<file path="src/rtl/uart_link_pkg.sv">
// rtl/uart_link_pkg.sv - shared UART frame constants, state encodings and bit-period helper
package uart_link_pkg;

    // Start bit + 8 data bits + stop bit
    localparam int FRAME_BITS = 10;

    typedef enum logic [2:0] {
        RX_IDLE,
        RX_START,
        RX_DATA,
        RX_STOP,
        RX_LOWHOLD,
        RX_WAIT_IDLE
    } rx_state_t;

    typedef enum logic [1:0] {
        TX_IDLE,
        TX_START,
        TX_DATA,
        TX_STOP
    } tx_state_t;

    // Bit period in clocks, rounded to nearest
    function automatic int calc_div(input int clk_freq, input int baud);
        return (clk_freq + baud / 2) / baud;
    endfunction

endpackage

</file>
<file path="src/rtl/uart_link_tx.sv">
// rtl/uart_link_tx.sv - UART transmitter, 8N1, LSB first
//   clk, reset       : clock, synchronous active-high reset
//   tx_valid/tx_data : byte offered for transmission
//   tx_ready         : high while idle; a byte is taken on tx_valid && tx_ready
//   tx               : serial line, idle high, registered
module uart_link_tx
    import uart_link_pkg::*;
#(
    parameter int DIV = 104
) (
    input  logic       clk,
    input  logic       reset,
    input  logic       tx_valid,
    input  logic [7:0] tx_data,
    output logic       tx_ready,
    output logic       tx
);

    localparam int CW = (DIV > 2) ? $clog2(DIV) : 1;
    localparam logic [CW-1:0] LAST = CW'(DIV - 1);
    localparam int DATA_BITS = FRAME_BITS - 2;
    localparam logic [2:0] LAST_BIT = 3'(DATA_BITS - 1);

    tx_state_t     state;
    logic [CW-1:0] cnt;
    logic [2:0]    bit_idx;
    logic [7:0]    shreg;

    always_ff @(posedge clk) begin
        if (reset) begin
            state    <= TX_IDLE;
            tx       <= 1'b1;
            tx_ready <= 1'b1;
            cnt      <= '0;
            bit_idx  <= '0;
            shreg    <= '0;
        end else begin
            case (state)
                TX_IDLE: begin
                    if (tx_valid) begin
                        shreg    <= tx_data;
                        tx       <= 1'b0;
                        tx_ready <= 1'b0;
                        cnt      <= '0;
                        state    <= TX_START;
                    end
                end
                TX_START: begin
                    if (cnt == LAST) begin
                        cnt     <= '0;
                        bit_idx <= '0;
                        tx      <= shreg[0];
                        state   <= TX_DATA;
                    end else begin
                        cnt <= cnt + 1'b1;
                    end
                end
                TX_DATA: begin
                    if (cnt == LAST) begin
                        cnt <= '0;
                        if (bit_idx == LAST_BIT) begin
                            tx    <= 1'b1;
                            state <= TX_STOP;
                        end else begin
                            // shreg[0] is on the line; bit 1 goes next
                            tx      <= shreg[1];
                            shreg   <= {1'b0, shreg[7:1]};
                            bit_idx <= bit_idx + 1'b1;
                        end
                    end else begin
                        cnt <= cnt + 1'b1;
                    end
                end
                TX_STOP: begin
                    if (cnt == LAST) begin
                        cnt      <= '0;
                        tx_ready <= 1'b1;
                        state    <= TX_IDLE;
                    end else begin
                        cnt <= cnt + 1'b1;
                    end
                end
                default: begin
                    state    <= TX_IDLE;
                    tx       <= 1'b1;
                    tx_ready <= 1'b1;
                end
            endcase
        end
    end

endmodule

</file>
<file path="src/rtl/uart_link.sv">
// rtl/uart_link.sv - host UART front end: byte receiver with holding register, break detect, transmitter
//   clk, reset          : clock, synchronous active-high reset
//   rx                  : asynchronous serial input, idle high
//   rx_valid/rx_data    : received byte, held until rx_ready
//   tx_valid/tx_data    : byte to send; tx_ready high when transmitter idle
//   tx                  : serial output, idle high
//   brk                 : one-cycle pulse when the line has been low for BREAK_BITS bit times
//   framing_err         : one-cycle pulse, stop bit sampled low
//   rx_overrun          : one-cycle pulse, completed byte dropped because holding register full
module uart_link
    import uart_link_pkg::*;
#(
    parameter int CLK_FREQ   = 12000000,
    parameter int BAUD       = 115200,
    parameter int BREAK_BITS = 20
) (
    input  logic       clk,
    input  logic       reset,
    input  logic       rx,
    output logic       tx,
    output logic       rx_valid,
    output logic [7:0] rx_data,
    input  logic       rx_ready,
    input  logic       tx_valid,
    input  logic [7:0] tx_data,
    output logic       tx_ready,
    output logic       brk,
    output logic       framing_err,
    output logic       rx_overrun
);

    localparam int DIV       = calc_div(CLK_FREQ, BAUD);
    localparam int HALF      = DIV / 2;
    localparam int BREAK_LEN = BREAK_BITS * DIV;
    localparam int CW        = $clog2(BREAK_LEN + 1);
    localparam logic [CW-1:0] DIV_LAST  = CW'(DIV - 1);
    localparam logic [CW-1:0] HALF_LAST = CW'(HALF - 1);
    localparam logic [CW-1:0] BRK_LAST  = CW'(BREAK_LEN - 1);
    localparam logic [CW-1:0] BRK_MAX   = CW'(BREAK_LEN);

    logic          rx_meta;
    logic          rs;
    logic          rs_prev;
    logic [CW-1:0] low_cnt;
    rx_state_t     state;
    logic [CW-1:0] cnt;
    logic [2:0]    bit_idx;
    logic [7:0]    shreg;
    logic          rx_done;
    logic          brk_hit;
    logic          xfer;

    // Synchroniser plus a run-length counter of the current low period on rs.
    // The counter restarts on every high cycle, so in LOWHOLD it equals the
    // cycles since the start edge only if the line never rose in between.
    always_ff @(posedge clk) begin
        if (reset) begin
            rx_meta <= 1'b1;
            rs      <= 1'b1;
            rs_prev <= 1'b1;
            low_cnt <= '0;
        end else begin
            rx_meta <= rx;
            rs      <= rx_meta;
            rs_prev <= rs;
            if (rs) begin
                low_cnt <= '0;
            end else if (low_cnt != BRK_MAX) begin
                low_cnt <= low_cnt + 1'b1;
            end
        end
    end

    assign brk_hit = (state == RX_LOWHOLD) && !rs && (low_cnt >= BRK_LAST);
    assign xfer    = rx_valid && rx_ready;

    always_ff @(posedge clk) begin
        if (reset) begin
            state       <= RX_IDLE;
            cnt         <= '0;
            bit_idx     <= '0;
            shreg       <= '0;
            rx_done     <= 1'b0;
            brk         <= 1'b0;
            framing_err <= 1'b0;
        end else begin
            rx_done     <= 1'b0;
            brk         <= 1'b0;
            framing_err <= 1'b0;
            case (state)
                RX_IDLE: begin
                    if (rs_prev && !rs) begin
                        cnt   <= '0;
                        state <= RX_START;
                    end
                end
                RX_START: begin
                    if (cnt == HALF_LAST) begin
                        cnt     <= '0;
                        bit_idx <= '0;
                        state   <= rs ? RX_IDLE : RX_DATA;
                    end else begin
                        cnt <= cnt + 1'b1;
                    end
                end
                RX_DATA: begin
                    if (cnt == DIV_LAST) begin
                        cnt     <= '0;
                        shreg   <= {rs, shreg[7:1]};
                        bit_idx <= bit_idx + 1'b1;
                        if (bit_idx == 3'd7) begin
                            state <= RX_STOP;
                        end
                    end else begin
                        cnt <= cnt + 1'b1;
                    end
                end
                RX_STOP: begin
                    if (cnt == DIV_LAST) begin
                        cnt <= '0;
                        if (rs) begin
                            rx_done <= 1'b1;
                            state   <= RX_IDLE;
                        end else begin
                            framing_err <= 1'b1;
                            state       <= RX_LOWHOLD;
                        end
                    end else begin
                        cnt <= cnt + 1'b1;
                    end
                end
                RX_LOWHOLD: begin
                    if (rs) begin
                        state <= RX_IDLE;
                    end else if (brk_hit) begin
                        brk   <= 1'b1;
                        state <= RX_WAIT_IDLE;
                    end
                end
                RX_WAIT_IDLE: begin
                    if (rs) begin
                        state <= RX_IDLE;
                    end
                end
                default: state <= RX_IDLE;
            endcase
        end
    end

    // One-entry holding register; a byte completing in the same cycle as a
    // transfer replaces the outgoing one without counting as an overrun.
    always_ff @(posedge clk) begin
        if (reset) begin
            rx_valid   <= 1'b0;
            rx_data    <= '0;
            rx_overrun <= 1'b0;
        end else begin
            rx_overrun <= 1'b0;
            if (brk_hit) begin
                rx_valid <= 1'b0;
            end else if (rx_done) begin
                if (!rx_valid || xfer) begin
                    rx_data  <= shreg;
                    rx_valid <= 1'b1;
                end else begin
                    rx_overrun <= 1'b1;
                end
            end else if (xfer) begin
                rx_valid <= 1'b0;
            end
        end
    end

    uart_link_tx #(
        .DIV (DIV)
    ) u_tx (
        .clk      (clk),
        .reset    (reset),
        .tx_valid (tx_valid),
        .tx_data  (tx_data),
        .tx_ready (tx_ready),
        .tx       (tx)
    );

endmodule
</file>
<file path="config.mk">
export PLATFORM = sky130hd
export DESIGN_NAME = uart_link
export DESIGN_NICKNAME = d
export VERILOG_FILES = /design/src/rtl/uart_link_pkg.sv /design/src/rtl/uart_link_tx.sv /design/src/rtl/uart_link.sv
export SDC_FILE = /design/constraint.sdc
export NUM_CORES = 1
export LEC_CHECK = 0
export BUFFER_PORTS_ARGS = -buffer_cell sky130_fd_sc_hd__buf_2
export CORE_UTILIZATION = 45
export CTS_BUF_LIST = sky130_fd_sc_hd__clkbuf_8 sky130_fd_sc_hd__clkbuf_16
export DETAILED_ROUTE_END_ITERATION = 6
export PLACE_DENSITY = 0.71
export SLEW_MARGIN = 20
export SYNTH_ARGS = -nofsm -noshare
export SYNTH_HDL_FRONTEND = slang
export SYNTH_HIERARCHICAL = 1
export SYNTH_SLANG_ARGS = --single-unit
export TNS_END_PERCENT = 5
</file>
<file path="constraint.sdc">
create_clock -name clk -period 5.96 [get_ports clk]
set_input_delay 0.298 -clock clk [delete_from_list [all_inputs] [get_ports clk]]
set_output_delay 0.298 -clock clk [all_outputs]
set_load 0.1 [all_outputs]
</file>
==> summary.txt <==
Status
  – Outcome: completed

GRT
  – Congestion Overflow GR: 0
  – Initial antenna violation count: 0
  – Vias in the first global route: about 2700
  – First-pass GRT wire length: ~12000 um
  – GRT busiest layer: met2
  – GR Layer Usage met1: 23.3%
  – Routing usage on met3: approximately 3.7%
  – Met2 Use GR: 27.3%
  – Largest net degree at the start of global routing: 51
  – Gr usage total: 17.5%

Placement
  – Dpl hpwl: 4950 um
  – I/O Buffers: 26
  – GPL Wtd Cong: 0.841

Timing
  – Period minus WS final: approximately 2.4 ns
  – # setup viols final: 0
  – Fin. Hold Viols: 0
  – RSZ-0062 raised after global routing: false
  – Slew margin rel.: 36.4%
  – Setup TNS: 0 ns
  – Clk_skew: roughly 0.0083 ns
  – Worst slew pin tran: 0.951 ns
  – Slew Limit Fails: 0
  – Fmax: 0.420 GHz
  – Crit share post-route: between 30% and 40%
  – Fin Hold WS: approximately 0.14 ns

CTS
  – Post-CTS Hold Fix Bufs: 0
  – Clock latency on the worst-skew pair: around 0.34 ns
  – Inserted Clock Buffers: 9
  – Clk slew on worst S/H paths: 0.08 ns
  – Clock tree buffer depth: 2
  – H-Tree Depth: 3
  – Setup Buffers After CTS: 0
  – TritonCTS clock tree: done
  – CTS Root Cell: clkbuf_8
  – Post-cts repair resize count: 0
  – Clock Sinks: 76

Pwr
  – PwrDens: between 300 and 400 nW/um^2
  – Leak: approximately 1.6 nW
  – Worst vdd ir: 0.000324 V

Floorplanning
  – Initial core utilization: between 40% and 50%
  – Die X: about 93 um
  – Cell row count: 32
  – Core area: between 7000 and 8000 um^2
  – Die H: 92.9 um
  – Die area: ~8600 um^2
  – Top Ports: 27

Finish
  – Util after Layout: a little over half
  – # diodes: 0
  – Post-layout nets: between 400 and 500
  – Layout cells sized above 1: between 10 and 15%
  – P&R area growth vs syn: 11.2%
  – Fillers: 742

Synth
  – Cells after Synth: between 400 and 500
  – Post-synth EDFFs: 0
  – Synthesized Nets: about 440
  – Post-synthesis async set-or-reset flop share: 0%
  – Synthesized area: approximately 3700 um^2
  – Synth cell types: 63
  – Syn Area/Cell: 9.09 um^2
  – Post-synthesis sequential area ratio: 40.9%
  – Ys flop type: dfxtp_1
  – Seq cells post-synth: 76
  – Synth warnings: 6

Setup path
  – CP max stage delay: 0.58 ns
  – Reg2reg path depth: 6
  – Crit Path Class: reg -> reg
  – CP required: a little over 6 ns
  – Worst Setup SP: low_cnt[0]$_SDFFE_PP0P_
  – RR Endpoint: rx_data[1]$_SDFFE_PP0P_
  – R2R Setup Slk: about 3.6 ns
  – Worst setup SP type: flip-flop
  – Slowest stage cell, crit path: a211oi_4
  – Crit Path Max Fanout: 8
  – Crit end category: flip-flop
  – R2r startpoint: low_cnt[0]$_SDFFE_PP0P_
  – Worst-path cell chain: ha_1 -> and4_1 -> o41a_4 -> a211oi_4 -> mux2i_1 -> nor2_1
  – Worst EP arrival: approximately 2.6 ns

Drt
  – Final ANT Viol Nets: 0
  – Vias per inst: about 5.5
  – Initial drt markers: about 170
  – Drt pass-1 iters: 4
  – Vias: between 2000 and 3000
  – Post-DR wirelength/cell: roughly 13 um
  – Final wirelength: 7100 um
  – Drc violations: 0

Job
  – Maxcap violations: 0

Worst hold path
  – Class of the worst hold path: in -> reg
  – Hold_sp: rx
  – Worst Hold Depth: 2
  – Hold EP: rx_meta$_SDFF_PP1_
routing by layer:
layer  share of wire (%)  vias up
met2                  45       61
met3                 3.1       10
li1                    -     1491
met4                 1.5        0
met1                  50     1366
met5                   0        -
layout make-up:
| type | instances | area, um^2 | area share (%) |
|---|---|---|---|
| flip-flops and latches | 76 | 1520 | 36.8 |
| clock inverters | 7 | 98.8 | 2.39 |
| well taps | 102 | 128 | 3.09 |
| clock buffers | 9 | 124 | 3.00 |
| multi-input cells | 304 | 2080 | 50.4 |
| repair buffers | 26 | 130 | 3.15 |
| inverters | 13 | 48.8 | 1.18 |
through the flow:
step | total power [W] | worst slack [ns] | instance area, um^2 | cells
2_1_floorplan | 0.000777 | 3.84 | 3720 | 409
3_3_place_gp | 0.000816 | 3.63 | 3910 | 521
3_5_place_dp | 0.000822 | 3.54 | 3910 | 521
4_1_cts | 0.00126 | 3.55 | 4130 | 537
5_1_grt | 0.00131 | 3.41 | 4130 | 537
6_report | 0.00125 | 3.58 | 4130 | 537
placed cells by master, fill, tap and decap left out, types with 6 or more instances in the layout:
| master | Yosys | routed |
|---|---|---|
| mux2i_1 | 21 | 21 |
| and3_1 | 6 | 6 |
| nand2_1 | 29 | 29 |
| nand4_1 | 6 | 6 |
| a21oi_1 | 12 | 12 |
| ha_1 | 14 | 14 |
| nand2b_1 | 9 | 9 |
| xnor2_1 | 7 | 7 |
| inv_1 | 13 | 13 |
| a21o_1 | 6 | 6 |
| xor2_1 | 7 | 7 |
| nand3_1 | 9 | 9 |
| nor2_1 | 69 | 69 |
| nor3_1 | 6 | 6 |
| o21ai_0 | 15 | 15 |
| o221a_1 | 7 | 7 |
| dfxtp_1 | 76 | 76 |
| clkbuf_8 | 0 | 9 |
| buf_2 | 4 | 26 |
| nor3b_1 | 9 | 9 |
| nor2b_1 | 7 | 7 |
cells in the mapped netlist, types with 3 or more instances:
library cell	n	share of area, %
o211ai_1	3	0.61
nor2_1	69	7.0
nand2b_1	9	1.5
and2_1	3	0.50
ha_1	14	4.7
nand2_1	29	2.9
and3_1	6	1.0
nor3_1	6	0.81
xor2_1	7	1.6
or3_1	4	0.67
nand3b_1	3	0.61
nor2b_1	7	1.2
a21oi_1	12	1.6
clkbuf_1	12	1.2
buf_2	4	0.54
o221a_1	7	2.1
mux2i_1	21	5.7
xnor2_1	7	1.6
or2_2	3	0.50
dfxtp_1	76	41
o21ai_0	15	2.0
mux2_2	3	0.91
nor3b_1	9	1.8
a21o_1	6	1.2
inv_1	13	1.3
nand3_1	9	1.2
nand4_1	6	1.0
cell families after synthesis:
| group | after synthesis | share of synthesized area [%] |
|---|---|---|
| and+or+nand+nor | 183 | 26.9 |
| adders and majority gates | 14 | 4.71 |
| buffers and inverters | 29 | 3.06 |
| AOI/OAI and AO/OA | 69 | 14.5 |
| DFF | 76 | 40.9 |
| xor gates and xnor gates | 14 | 3.30 |
| muxes | 24 | 6.56 |
registers in the layout, summed over array words and instances (netlist names):
register	flops
rs_prev	1
rx_valid	1
rx_data	8
bit_idx	3
u_tx/tx	1
brk	1
rx_done	1
state	3
u_tx/bit_idx	3
rx_overrun	1
shreg	8
u_tx/shreg	8
u_tx/cnt	7
low_cnt	12
rx_meta	1
u_tx/tx_ready	1
u_tx/state	2
cnt	12
rs	1
framing_err	1
power by group:
| group | internal [W] | switching (W) | leakage, nW | total, W |
|---|---|---|---|---|
| logic | 0.0000847 | 0.000151 | 0.889 | 0.000235 |
| registers | 0.000549 | 0.0000284 | 0.616 | 0.000577 |
| clock network | 0.000239 | 0.000199 | 0.110 | 0.000438 |
worst max path at each step:
stage	to	slack, ns	depth (start not counted)
6_report	rx_data[1]$_SDFFE_PP0P_	3.58	6
5_1_grt	rx_data[1]$_SDFFE_PP0P_	3.41	6
3_5_place_dp	rx_data[6]$_SDFFE_PP0P_	3.54	6
2_1_floorplan	rx_data[0]$_SDFFE_PP0P_	3.84	6
4_1_cts	rx_data[6]$_SDFFE_PP0P_	3.55	6
3_3_place_gp	rx_data[0]$_SDFFE_PP0P_	3.63	6
worst max-delay path, delay by kind of cell (launching register included):
kind	cells	cell delay, ns
AND/OR/NAND/NOR	2	0.32
flip-flops	1	0.36
adder cells (fa/ha/maj)	1	0.25
multiplexers	1	0.26
AO/OA/AOI/OAI	2	1.05
Power figures use the tool's default switching activity.
